## src/rtl/vm_pkg.sv

```systemverilog
// Shared coin codes, denomination values, FSM state type and the coin value lookup.
// Pure package: no latency, no flow control.
package vm_pkg;

  localparam logic [1:0] COIN_NONE = 2'b00;
  localparam logic [1:0] COIN_5    = 2'b01;
  localparam logic [1:0] COIN_10   = 2'b10;
  localparam logic [1:0] COIN_25   = 2'b11;

  localparam logic [4:0] VAL_5  = 5'd5;
  localparam logic [4:0] VAL_10 = 5'd10;
  localparam logic [4:0] VAL_25 = 5'd25;

  typedef enum logic [1:0] {
    ST_IDLE     = 2'd0,
    ST_DISPENSE = 2'd1,
    ST_CHANGE   = 2'd2
  } vm_state_t;

  function automatic logic [4:0] coin_value(input logic [1:0] code);
    case (code)
      COIN_5:  coin_value = VAL_5;
      COIN_10: coin_value = VAL_10;
      COIN_25: coin_value = VAL_25;
      default: coin_value = 5'd0;
    endcase
  endfunction

endpackage

```

## src/rtl/vm_change_gen.sv

```systemverilog
// Greedy change picker: largest coin not exceeding the credit (25, 10, else 5).
// Combinational, zero latency; no flow control.
module vm_change_gen
  import vm_pkg::*;
#(
  parameter int CREDIT_W = 8
) (
  input  logic [CREDIT_W-1:0] credit,
  output logic [1:0]          coin_code,
  output logic [CREDIT_W-1:0] coin_val
);

  always_comb begin
    coin_code = COIN_5;
    coin_val  = CREDIT_W'(VAL_5);
    if (credit >= CREDIT_W'(VAL_25)) begin
      coin_code = COIN_25;
      coin_val  = CREDIT_W'(VAL_25);
    end else if (credit >= CREDIT_W'(VAL_10)) begin
      coin_code = COIN_10;
      coin_val  = CREDIT_W'(VAL_10);
    end
  end

endmodule

```

## src/rtl/vm_multi.sv

```systemverilog
// Multi-product vending controller: credit, vend, greedy change; stock tracking when VM_STOCK_EN is defined.
// Outputs registered (1 cycle); busy refuses coins/selections with reject pulses instead of stalling.
module vm_multi
  import vm_pkg::*;
#(
  parameter int NUM_PROD   = 4,
  parameter int SEL_W      = $clog2(NUM_PROD),
  parameter int CREDIT_W   = 8,
  parameter int MAX_CREDIT = 200,
  parameter int STOCK_W    = 4,
  parameter int INIT_STOCK = 8
) (
  input  logic                         clk,
  input  logic                         reset,
  input  logic [1:0]                   coin,
  input  logic                         cancel,
  input  logic                         sel_valid,
  input  logic [SEL_W-1:0]             sel,
  input  logic [NUM_PROD*CREDIT_W-1:0] price,
  input  logic [NUM_PROD-1:0]          refill,
  output logic [CREDIT_W-1:0]          credit,
  output logic                         busy,
  output logic                         vend_valid,
  output logic [SEL_W-1:0]             vend_id,
  output logic                         change_valid,
  output logic [1:0]                   change_coin,
  output logic                         coin_reject,
  output logic                         sel_reject,
  output logic [NUM_PROD-1:0]          sold_out
);

  vm_state_t state;

  logic [1:0]          chg_code;
  logic [CREDIT_W-1:0] chg_val;
  logic [CREDIT_W-1:0] credit_after_chg;
  logic [CREDIT_W:0]   coin_sum;
  logic                coin_fits;
  logic [CREDIT_W-1:0] sel_price;
  logic                sel_in_range;
  logic                sel_sold;
  logic                vend_go;

  vm_change_gen #(.CREDIT_W(CREDIT_W)) u_change_gen (
    .credit    (credit),
    .coin_code (chg_code),
    .coin_val  (chg_val)
  );

  assign credit_after_chg = credit - chg_val;

  // Guard bit keeps the ceiling comparison exact near 2^CREDIT_W.
  assign coin_sum  = {1'b0, credit} + (CREDIT_W+1)'(coin_value(coin));
  assign coin_fits = coin_sum <= (CREDIT_W+1)'(MAX_CREDIT);

  // Index decode by equality so an out-of-range sel never matches a price slot.
  always_comb begin
    sel_price    = '0;
    sel_in_range = 1'b0;
    for (int i = 0; i < NUM_PROD; i++) begin
      if (sel == SEL_W'(i)) begin
        sel_price    = price[i*CREDIT_W +: CREDIT_W];
        sel_in_range = 1'b1;
      end
    end
  end

  assign vend_go = (state == ST_IDLE) && !cancel && (coin == COIN_NONE) && sel_valid &&
                   sel_in_range && (credit >= sel_price) && !sel_sold;

`ifdef VM_STOCK_EN
  logic [STOCK_W-1:0] stock     [NUM_PROD];
  logic [STOCK_W-1:0] stock_nxt [NUM_PROD];

  always_comb begin
    sel_sold = 1'b0;
    for (int i = 0; i < NUM_PROD; i++) begin
      if (sel == SEL_W'(i) && stock[i] == '0) sel_sold = 1'b1;
    end
  end

  // Refill is applied after the vend decrement so it wins on a collision.
  always_comb begin
    for (int i = 0; i < NUM_PROD; i++) begin
      stock_nxt[i] = stock[i];
      if (vend_go && sel == SEL_W'(i)) stock_nxt[i] = stock[i] - 1'b1;
      if (refill[i]) stock_nxt[i] = STOCK_W'(INIT_STOCK);
    end
  end

  always_ff @(posedge clk) begin
    for (int i = 0; i < NUM_PROD; i++) begin
      if (reset) begin
        stock[i]    <= STOCK_W'(INIT_STOCK);
        sold_out[i] <= 1'b0;
      end else begin
        stock[i]    <= stock_nxt[i];
        sold_out[i] <= (stock_nxt[i] == '0);
      end
    end
  end
`else
  logic unused_stock_cfg;
  assign unused_stock_cfg = ^{refill, STOCK_W[0], INIT_STOCK[0]};
  assign sel_sold         = 1'b0;
  assign sold_out         = '0;
`endif

  always_ff @(posedge clk) begin
    if (reset) begin
      state        <= ST_IDLE;
      credit       <= '0;
      busy         <= 1'b0;
      vend_valid   <= 1'b0;
      vend_id      <= '0;
      change_valid <= 1'b0;
      change_coin  <= COIN_NONE;
      coin_reject  <= 1'b0;
      sel_reject   <= 1'b0;
    end else begin
      vend_valid   <= 1'b0;
      change_valid <= 1'b0;
      change_coin  <= COIN_NONE;
      coin_reject  <= 1'b0;
      sel_reject   <= 1'b0;
      case (state)
        ST_IDLE: begin
          if (cancel) begin
            coin_reject <= (coin != COIN_NONE);
            sel_reject  <= sel_valid;
            if (credit != '0) begin
              // First refund coin leaves on the cancel edge itself.
              change_valid <= 1'b1;
              change_coin  <= chg_code;
              credit       <= credit_after_chg;
              state        <= (credit_after_chg == '0) ? ST_IDLE : ST_CHANGE;
              busy         <= (credit_after_chg != '0);
            end
          end else if (coin != COIN_NONE) begin
            sel_reject <= sel_valid;
            if (coin_fits) credit <= coin_sum[CREDIT_W-1:0];
            else           coin_reject <= 1'b1;
          end else if (sel_valid) begin
            if (vend_go) begin
              vend_valid <= 1'b1;
              vend_id    <= sel;
              credit     <= credit - sel_price;
              state      <= ST_DISPENSE;
              busy       <= 1'b1;
            end else begin
              sel_reject <= 1'b1;
            end
          end
        end
        ST_DISPENSE, ST_CHANGE: begin
          coin_reject <= (coin != COIN_NONE);
          sel_reject  <= sel_valid;
          if (credit == '0) begin
            state <= ST_IDLE;
            busy  <= 1'b0;
          end else begin
            // DISPENSE already emits the first change coin so change starts at t+2.
            change_valid <= 1'b1;
            change_coin  <= chg_code;
            credit       <= credit_after_chg;
            state        <= (credit_after_chg == '0) ? ST_IDLE : ST_CHANGE;
            busy         <= (credit_after_chg != '0);
          end
        end
        default: begin
          state <= ST_IDLE;
          busy  <= 1'b0;
        end
      endcase
    end
  end

endmodule

```

## config.mk

```make
export PLATFORM = sky130hd
export DESIGN_NAME = vm_multi
export DESIGN_NICKNAME = d
export VERILOG_FILES = /design/src/rtl/vm_pkg.sv /design/src/rtl/vm_change_gen.sv /design/src/rtl/vm_multi.sv
export SDC_FILE = /design/constraint.sdc
export NUM_CORES = 1
export LEC_CHECK = 0
export ABC_AREA = 1
export CORE_MARGIN = 3
export CORE_UTILIZATION = 44
export DETAILED_ROUTE_END_ITERATION = 6
export GPL_ROUTABILITY_DRIVEN = 0
export PLACE_DENSITY = 0.85
export SLEW_MARGIN = 20
export SYNTH_ARGS = -nofsm -noshare
export SYNTH_HDL_FRONTEND = slang
export SYNTH_SLANG_ARGS = --single-unit
```

## constraint.sdc

```tcl
create_clock -name clk -period 3.35 [get_ports clk]
set_input_delay 0.67 -clock clk [delete_from_list [all_inputs] [get_ports clk]]
set_output_delay 0.67 -clock clk [all_outputs]
set_load 0.01 [all_outputs]
```

==> results of run 1 <==
==> layer usage <==
metal / global-route usage, % / vias up / wire length [um]
met2: 39.6 / 122 / 3220
met4: 4.80 / 0 / 91
met5: 0 / - / 0
met3: 4.41 / 11 / 601
met1: 25.9 / 1203 / 2680
li1: - / 1387 / -
==> cells by family (layout without fill, tap and decap cells) <==
logic type / after synthesis / count (layout) / share of synthesized area, %
and+or+nand+nor: 202 / 202 / 38.8
buffers and inverters: 64 / 141 / 11.6
AOI/OAI and AO/OA: 59 / 59 / 15.9
adders and majority gates: 23 / 23 / 13.7
DFF: 19 / 19 / 16.7
xor gates and xnor gates: 8 / 8 / 3.09
other: 1 / 4 / 0.165
==> state kept, by name, indices dropped and copies added, names as in the netlist <==
register,count
busy,1
state,2
sel_reject,1
change_valid,1
vend_id,2
change_coin,2
vend_valid,1
credit,8
coin_reject,1
==> power groups by stage <==
stage,combinational [uW],clock [uW],sequential [uW]
after floorplan,1320,0,410
after global placement,1910,0,378
after detailed placement,1970,0,380
after CTS,1990,162,375
after global routing,2250,176,386
final,2030,160,376
==> worst max-delay path: cells and delay by family, from the launching register on <==
kind,cells,cell delay [ns]
DFF,1,0.46
xor gates and xnor gates,1,0.24
and+or+nand+nor,13,1.49
buffers and inverters,2,0.17
adders and majority gates,2,0.58
==> what timing repair did <==
action / CTS / global route
gates resized for setup: 0 / 3
endpoints found under the hold margin: 0 / 0
endpoints found under the setup margin: 0 / 13
==> final cells by class <==
cell class,count,area [um2],area share (%)
repair buffers,83,768,24.6
inverters,54,203,6.50
clock buffers,4,45.0,1.44
flip-flops and latches,19,380,12.2
well taps,67,83.8,2.69
multi-input cells,296,1640,52.5
==> worst paths after layout <==
| kind | startpoint | to | slack, ns | cells after the start |
|---|---|---|---|---|
| max reg2reg | credit[5]$_SDFFE_PP0P_ | busy$_SDFFE_PP0P_ | 0.31 | 18 |
| min reg2reg | busy$_SDFFE_PP0P_ | busy$_SDFFE_PP0P_ | 0.47 | 2 |
| max | credit[5]$_SDFFE_PP0P_ | busy$_SDFFE_PP0P_ | 0.31 | 18 |
| min | busy$_SDFFE_PP0P_ | busy$_SDFFE_PP0P_ | 0.47 | 2 |
==> per-stage QoR <==
step	setup slack [ns]	power, uW	cell area (um2)	hold slack (ns)	setup TNS [ns]
6_report	0.313	2560	3120	0.475	0
5_1_grt	0.0416	2810	3120	0.521	0
4_1_cts	0.144	2530	3110	0.480	0
3_5_place_dp	-0.102	2350	3070	0.470	-0.691
3_3_place_gp	0.0106	2290	3070	0.457	0
2_1_floorplan	0.487	1730	2280	0.465	0
==> cells in the final DEF (no fill, tap or decap), drive strengths merged, types with 4 or more instances in the layout <==
| master | synthesis | routed |
|---|---|---|
| inv | 53 | 53 |
| a21oi | 18 | 18 |
| a221oi | 4 | 4 |
| nand3 | 49 | 49 |
| clkdlybuf4s50 | 0 | 54 |
| clkbuf | 5 | 4 |
| nand4 | 6 | 6 |
| xor2 | 6 | 6 |
| dfxtp | 19 | 19 |
| ha | 20 | 20 |
| nor2 | 44 | 44 |
| nand2 | 96 | 96 |
| o21ai | 24 | 24 |
| buf | 5 | 27 |
| conb | 1 | 4 |
==> results by group, run 1 <==
Outcome
  • Outcome: finished, final reports clean

Pwr
  • Switch share: 51.5%
  • Worst vdd ir: 0.481 mV
  • LEAKAGE: 0.00158 uW
  • Seq pwr share: 14.7%
  • Net switching component of the power: 1320 uW
  • Internal: 1240 uW
  • Pwr Density: 821 nW/um2
  • Clk network pwr share: 6.2%
  • Combinational share of power: 79.1%

Synthesis
  • #FFs+latches synth: 19
  • Synthesized netlist cell count: 376
  • Share of the synthesized area in the top cell type: 16.7%
  • Synth Area per Inst: 6.04 um2
  • Post-synth top cells: nand2_1 (91), inv_1 (51), nand3_1 (48), nor2_1 (41), o21ai_0 (22)
  • Sequential element share of the synthesized area: 16.7%
  • Yosys top cell by area: dfxtp_1
  • Ys async rst share: 0%
  • Mapped cell area: 2270 um2
  • EDFF count, synth: 0
  • Synth top area cells: dfxtp_1 (17%), nand2_1 (15%), ha_1 (11%)
  • Main flop type after synthesis: dfxtp_1
  • Synth warnings: 0
  • Distinct cells, synth: 36
  • Top-count cell post-synth: nand2_1

Timing
  • Tcrit/Tclk final: 90.6%
  • Setup violations, final: 0
  • Fmax: 329 MHz
  • Final Max Tran Viols: 0
  • Shortest period the worst path allows: 3.04 ns
  • RSZ-0062 raised after global routing: no
  • Clk_skew: 0.00481 ns
  • Final Hold Fails: 0

Finish
  • Number of nets in the layout: 524
  • Layout cell share with drive strength beyond 1: 10.3%
  • Util after Layout: 64.3%
  • Fill cell count: 446
  • Cell Count, Final, Fillers Out: 523
  • P&R area growth vs syn: 37.4%
  • Ant. Diodes: 0

Clocking
  • Num CTS Buffers: 3
  • Clk buf depth: 2
  • H-tree levels: 1
  • Hold Buf Count CTS: 0
  • Setup Fix Bufs, Post-CTS: 0
  • Clock slew at reported path FFs: 0.07 ns
  • Clock Latency Late Sink: 0.26 ns
  • CTS Sinks: 19
  • Root Driver: clkbuf_8
  • CTS tree: yes

Detailed routing
  • WL per Instance: 12.6 um
  • Drt total wl: 6.59 mm
  • DR DRC count: 0
  • DR iter-0 viols: 195
  • Mean number of vias per cell: 5.21
  • Via count: 2723
  • Antenna-violating nets left: 0
  • Drt pass-1 iters: 4

Die
  • Die ar.: 6060 um2
  • Core box area: 4850 um2
  • Row count: 25
  • Die height: 77.8 um
  • Die X: 77.8 um
  • Initial Util: 46.8%
  • Top-Level Pins: 65

Placed design
  • Placed cells: 519
  • Buffers on Ports: 56
  • Final HPWL DP: 5.43 mm

Setup path
  • Crit path largest cell delay: 0.46 ns
  • CP max-delay cell: dfxtp_1
  • Critical Path End Type: flop
  • Kind of critical path: reg -> reg
  • Crit path max fanout: 11
  • Crit path arrival time: 3.19 ns
  • Crit-path cells: nor2_1, nand3_2, nor2_1, inv_1, nand2_1, ha_1, inv_1, fa_1, nand3_1, nand3_1, xor2_1, nand3_1, nor2_1, nand3_1, nand2_1, nand2_1, nand2_1, nand2_1
  • Cell repeated most along the worst path: nand2_1
  • CP Launch Type: flop
  • Worst Path Required: 3.50 ns

Global route
  • GRT Total Usage: 21.7%
  • Vias in the first global route: 2534
  • Initial antenna violation count: 0
  • Gr ovfl total: 0
  • First-pass GRT wire length: 11.0 mm
  • Largest net degree at the start of global routing: 15

Run
  • Maxcap violations: 0

Hold path
  • Worst hold path class: reg -> reg
(Power assumes the default switching activity.)
==> run 2, diff against run 1 <==
Settings changed: SLEW_MARGIN 20 to unset.
==> results of run 2 <==
The final DEF is identical to that of run 1; final timing and power are the same.
==> run 3, diff against run 2 <==
Settings changed: PLACE_DENSITY 0.85 to 0.83, SYNTH_HIERARCHICAL set to 1.
==> run 3 against run 2 <==
  * Hold slack better by 0.0014 ns
  * Utilization down 3.2 points
  * Combinational power up 13%
  * Wire length up 5.4%
  * Critical path depth down 6
  * Register-to-register slack better by 0.05 ns
==> results by group, run 3 <==
Outcome
  • Outcome: finished, final reports clean

Setup path
  • Worst setup path start: credit[3]$_SDFFE_PP0P_
  • Worst Path Required: 3.53 ns (+0.03 ns)
  • CP Launch Type: flop
  • Crit-path cells: o21ai_0, nand2_2, nand3_1, ha_1, fa_1, o21ai_0, a21oi_1, or2_2, nand3_1, nand3b_1, nand2_1, a21boi_1
  • Crit path max-delay family: simple AND/OR/NAND/NOR gates
  • RR Startpoint: credit[3]$_SDFFE_PP0P_
  • WP buf/inv: 0 (-2)
  • CP max-delay cell: dfxtp_1
  • Critical Path End Type: flop
  • Crit path arrival time: 3.17 ns (-0.02 ns)
  • Kind of critical path: reg -> reg
  • R2R Setup Slk: 0.37 ns (+0.05 ns)
  • Crit path max fanout: 8 (-3)
  • Crit path largest cell delay: 0.56 ns (+0.10 ns)

Die
  • Row count: 27 (+8.0%)
  • Top-Level Pins: 65 (unchanged)
  • Core box area: 5610 um2 (+16%)
  • Die height: 83.0 um (+6.6%)
  • Die ar.: 6880 um2 (+14%)
  • Initial Util: 46.5% (-0.36 points)
  • Die X: 83.0 um (+6.6%)

Placed design
  • Final HPWL DP: 5.94 mm (+9.2%)
  • Buffers on Ports: 56 (unchanged)
  • Placed cells: 583 (+12%)
  • Placed Area: 3380 um2 (+10%)

Global route
  • First-pass GRT wire length: 12.1 mm (+10%)
  • Vias in the first global route: 2851 (+13%)
  • Initial antenna violation count: 0 (unchanged)
  • Gr ovfl total: 0 (unchanged)
  • Largest net degree at the start of global routing: 14 (-1)
  • GRT Total Usage: 20.0% (-1.7 points)

Timing
  • Setup TNS: 0 ns (unchanged)
  • Final Max Tran Viols: 0 (unchanged)
  • Fmax: 335 MHz (+1.8%)
  • Shortest period the worst path allows: 2.98 ns (-0.0525 ns)
  • Clk_skew: 0.000955 ns (-0.00386 ns)
  • Setup violations, final: 0 (unchanged)
  • RSZ-0062 raised after global routing: no
  • Final Hold Fails: 0 (unchanged)
  • Tcrit/Tclk final: 89.1% (-1.6 points)

Pwr
  • Tot Pwr: 2860 uW (+12%)
  • Worst vdd ir: 0.322 mV (-33%)
  • Pwr Density: 833 nW/um2 (+1.4%)
  • LEAKAGE: 0.00184 uW (+17%)

Clocking
  • Num CTS Buffers: 3 (unchanged)
  • CTS tree: yes
  • CTS Sinks: 19 (unchanged)
  • Clk buf depth: 2 (unchanged)
  • Setup Fix Bufs, Post-CTS: 0 (unchanged)
  • Clock Latency Late Sink: 0.25 ns (about the same)
  • H-tree levels: 1 (unchanged)
  • Root Driver: clkbuf_8
  • Clock slew at reported path FFs: 0.07 ns (about the same)

Detailed routing
  • Via count: 3017 (+11%)
  • DR DRC count: 0 (unchanged)
  • DR iter-0 viols: 139 (-29%)
  • Drt total wl: 6.95 mm (+5.4%)
  • Antenna-violating nets left: 0 (unchanged)
  • Mean number of vias per cell: 5.14 (-1.3%)
  • WL per Instance: 11.8 um (-6.1%)
  • Drt pass-1 iters: 7 (+3)

Finish
  • P&R area growth vs syn: 31.6%
  • Ant. Diodes: 0 (unchanged)
  • Cell Count, Final, Fillers Out: 587 (+12%)
  • Top reg by flops: credit
  • Most common cell after layout, fill and taps aside: nand2_1
  • Max reg flops: 8 (unchanged)
  • Fin area: 3430 um2 (+10%)
  • Most frequent cells in the layout: nand2_1 (112), inv_1 (76), clkdlybuf4s50_1 (54)
  • Number of nets in the layout: 585 (+12%)
  • Layout cell share with drive strength beyond 1: 10.9% (+0.57 points)

Synthesis
  • Main flop type after synthesis: dfxtp_1
  • Mapped cell area: 2610 um2 (+15%)
  • Synth Area per Inst: 5.94 um2 (-1.7%)
  • Synthesized netlist cell count: 439 (+17%)
  • Synth top area cells: nand2_1 (16%), dfxtp_1 (15%), inv_1 (11%)
  • Ys async rst share: 0% (unchanged)
  • Post-synth top cells: nand2_1 (112), inv_1 (76), nand3_1 (40), nor2_1 (40), ha_1 (22)
  • Yosys top cell by area: nand2_1
  • Top-count cell post-synth: nand2_1
  • Distinct cells, synth: 42 (+17%)
  • Share of the synthesized area in the top cell type: 16.1% (-0.62 points)
  • EDFF count, synth: 0 (unchanged)
  • Synth warnings: 6 (+6)
  • #FFs+latches synth: 19 (unchanged)
  • Sequential element share of the synthesized area: 14.6% (-2.2 points)

Hold path
  • Min-delay src: busy$_SDFFE_PP0P_
  • Worst hold path class: reg -> reg

Run
  • Maxcap violations: 0 (unchanged)
## run 3: cell count changes in the layout (fill, tap and decap cells not counted), sizes merged, moves of 3 or more
cell   previous run  this run
conb              4         7
nand2            96       121
nor3              2         5
inv              53        78
nand4             6        15
nand3            49        45
## run 3: path summary, 6_finish.rpt
path	end	cells after the start
min	busy$_SDFFE_PP0P_	2
max	state[1]$_SDFFE_PP0P_	12
max reg2reg	state[1]$_SDFFE_PP0P_	12
min reg2reg	busy$_SDFFE_PP0P_	2
## run 3: cells by family (layout without fill, tap and decap cells)
kind of cell	count (synthesis)	in the layout	synth area share (%)
and+or+nand+nor	236	236	42.4
buffers and inverters	94	165	14.9
AOI/OAI and AO/OA	56	56	12.6
adders and majority gates	25	25	12.9
DFF	19	19	14.6
xor gates and xnor gates	7	7	2.35
other	2	7	0.288
## run 3: layout make-up
type                    instances  area (um2)
clock buffers                   3        41.3
clock inverters                 1        5.00
fillers                       554        2180
inverters                      79         297
multi-input cells             331        1860
flip-flops and latches         19         380
well taps                      72        90.1
repair buffers                 82         761
## run 3: through the flow
stage	worst slack (ns)	utilization [%]	hold WS, ns
after floorplan	0.505	-	0.481
after global placement	-0.00311	60.3	0.466
after detailed placement	-0.0422	60.3	0.466
after CTS	0.217	61.1	0.478
after global routing	0.0790	61.2	0.515
final	0.366	61.2	0.476
## run 3: power breakdown
group	total [uW]	leakage [uW]	switching (uW)	internal, uW
clock	161	0.0000255	78.1	82.7
sequential	396	0.000157	89.9	306
combinational	2300	0.00166	1320	979
## run 3: layer usage
| layer | up-vias | global-route usage [%] | wire, um |
|---|---|---|---|
| met1 | 1330 | 24.7 | 2970 |
| met5 | - | 0 | 0 |
| met3 | 10 | 3.77 | 476 |
| li1 | 1550 | - | - |
| met4 | 0 | 2.08 | 70 |
| met2 | 127 | 37.2 | 3430 |
## run 3: repair_timing
action | CTS | global route
resized for setup | 0 | 2
endpoints found under the setup margin | 0 | 11
hold buffers | 0 | 0
## run 3: tightest hold or removal path, cell delays in order (launching register included)
cell and delay [ns]:
dfxtp_1 0.32, nand3_1 0.07, nand2_1 0.04
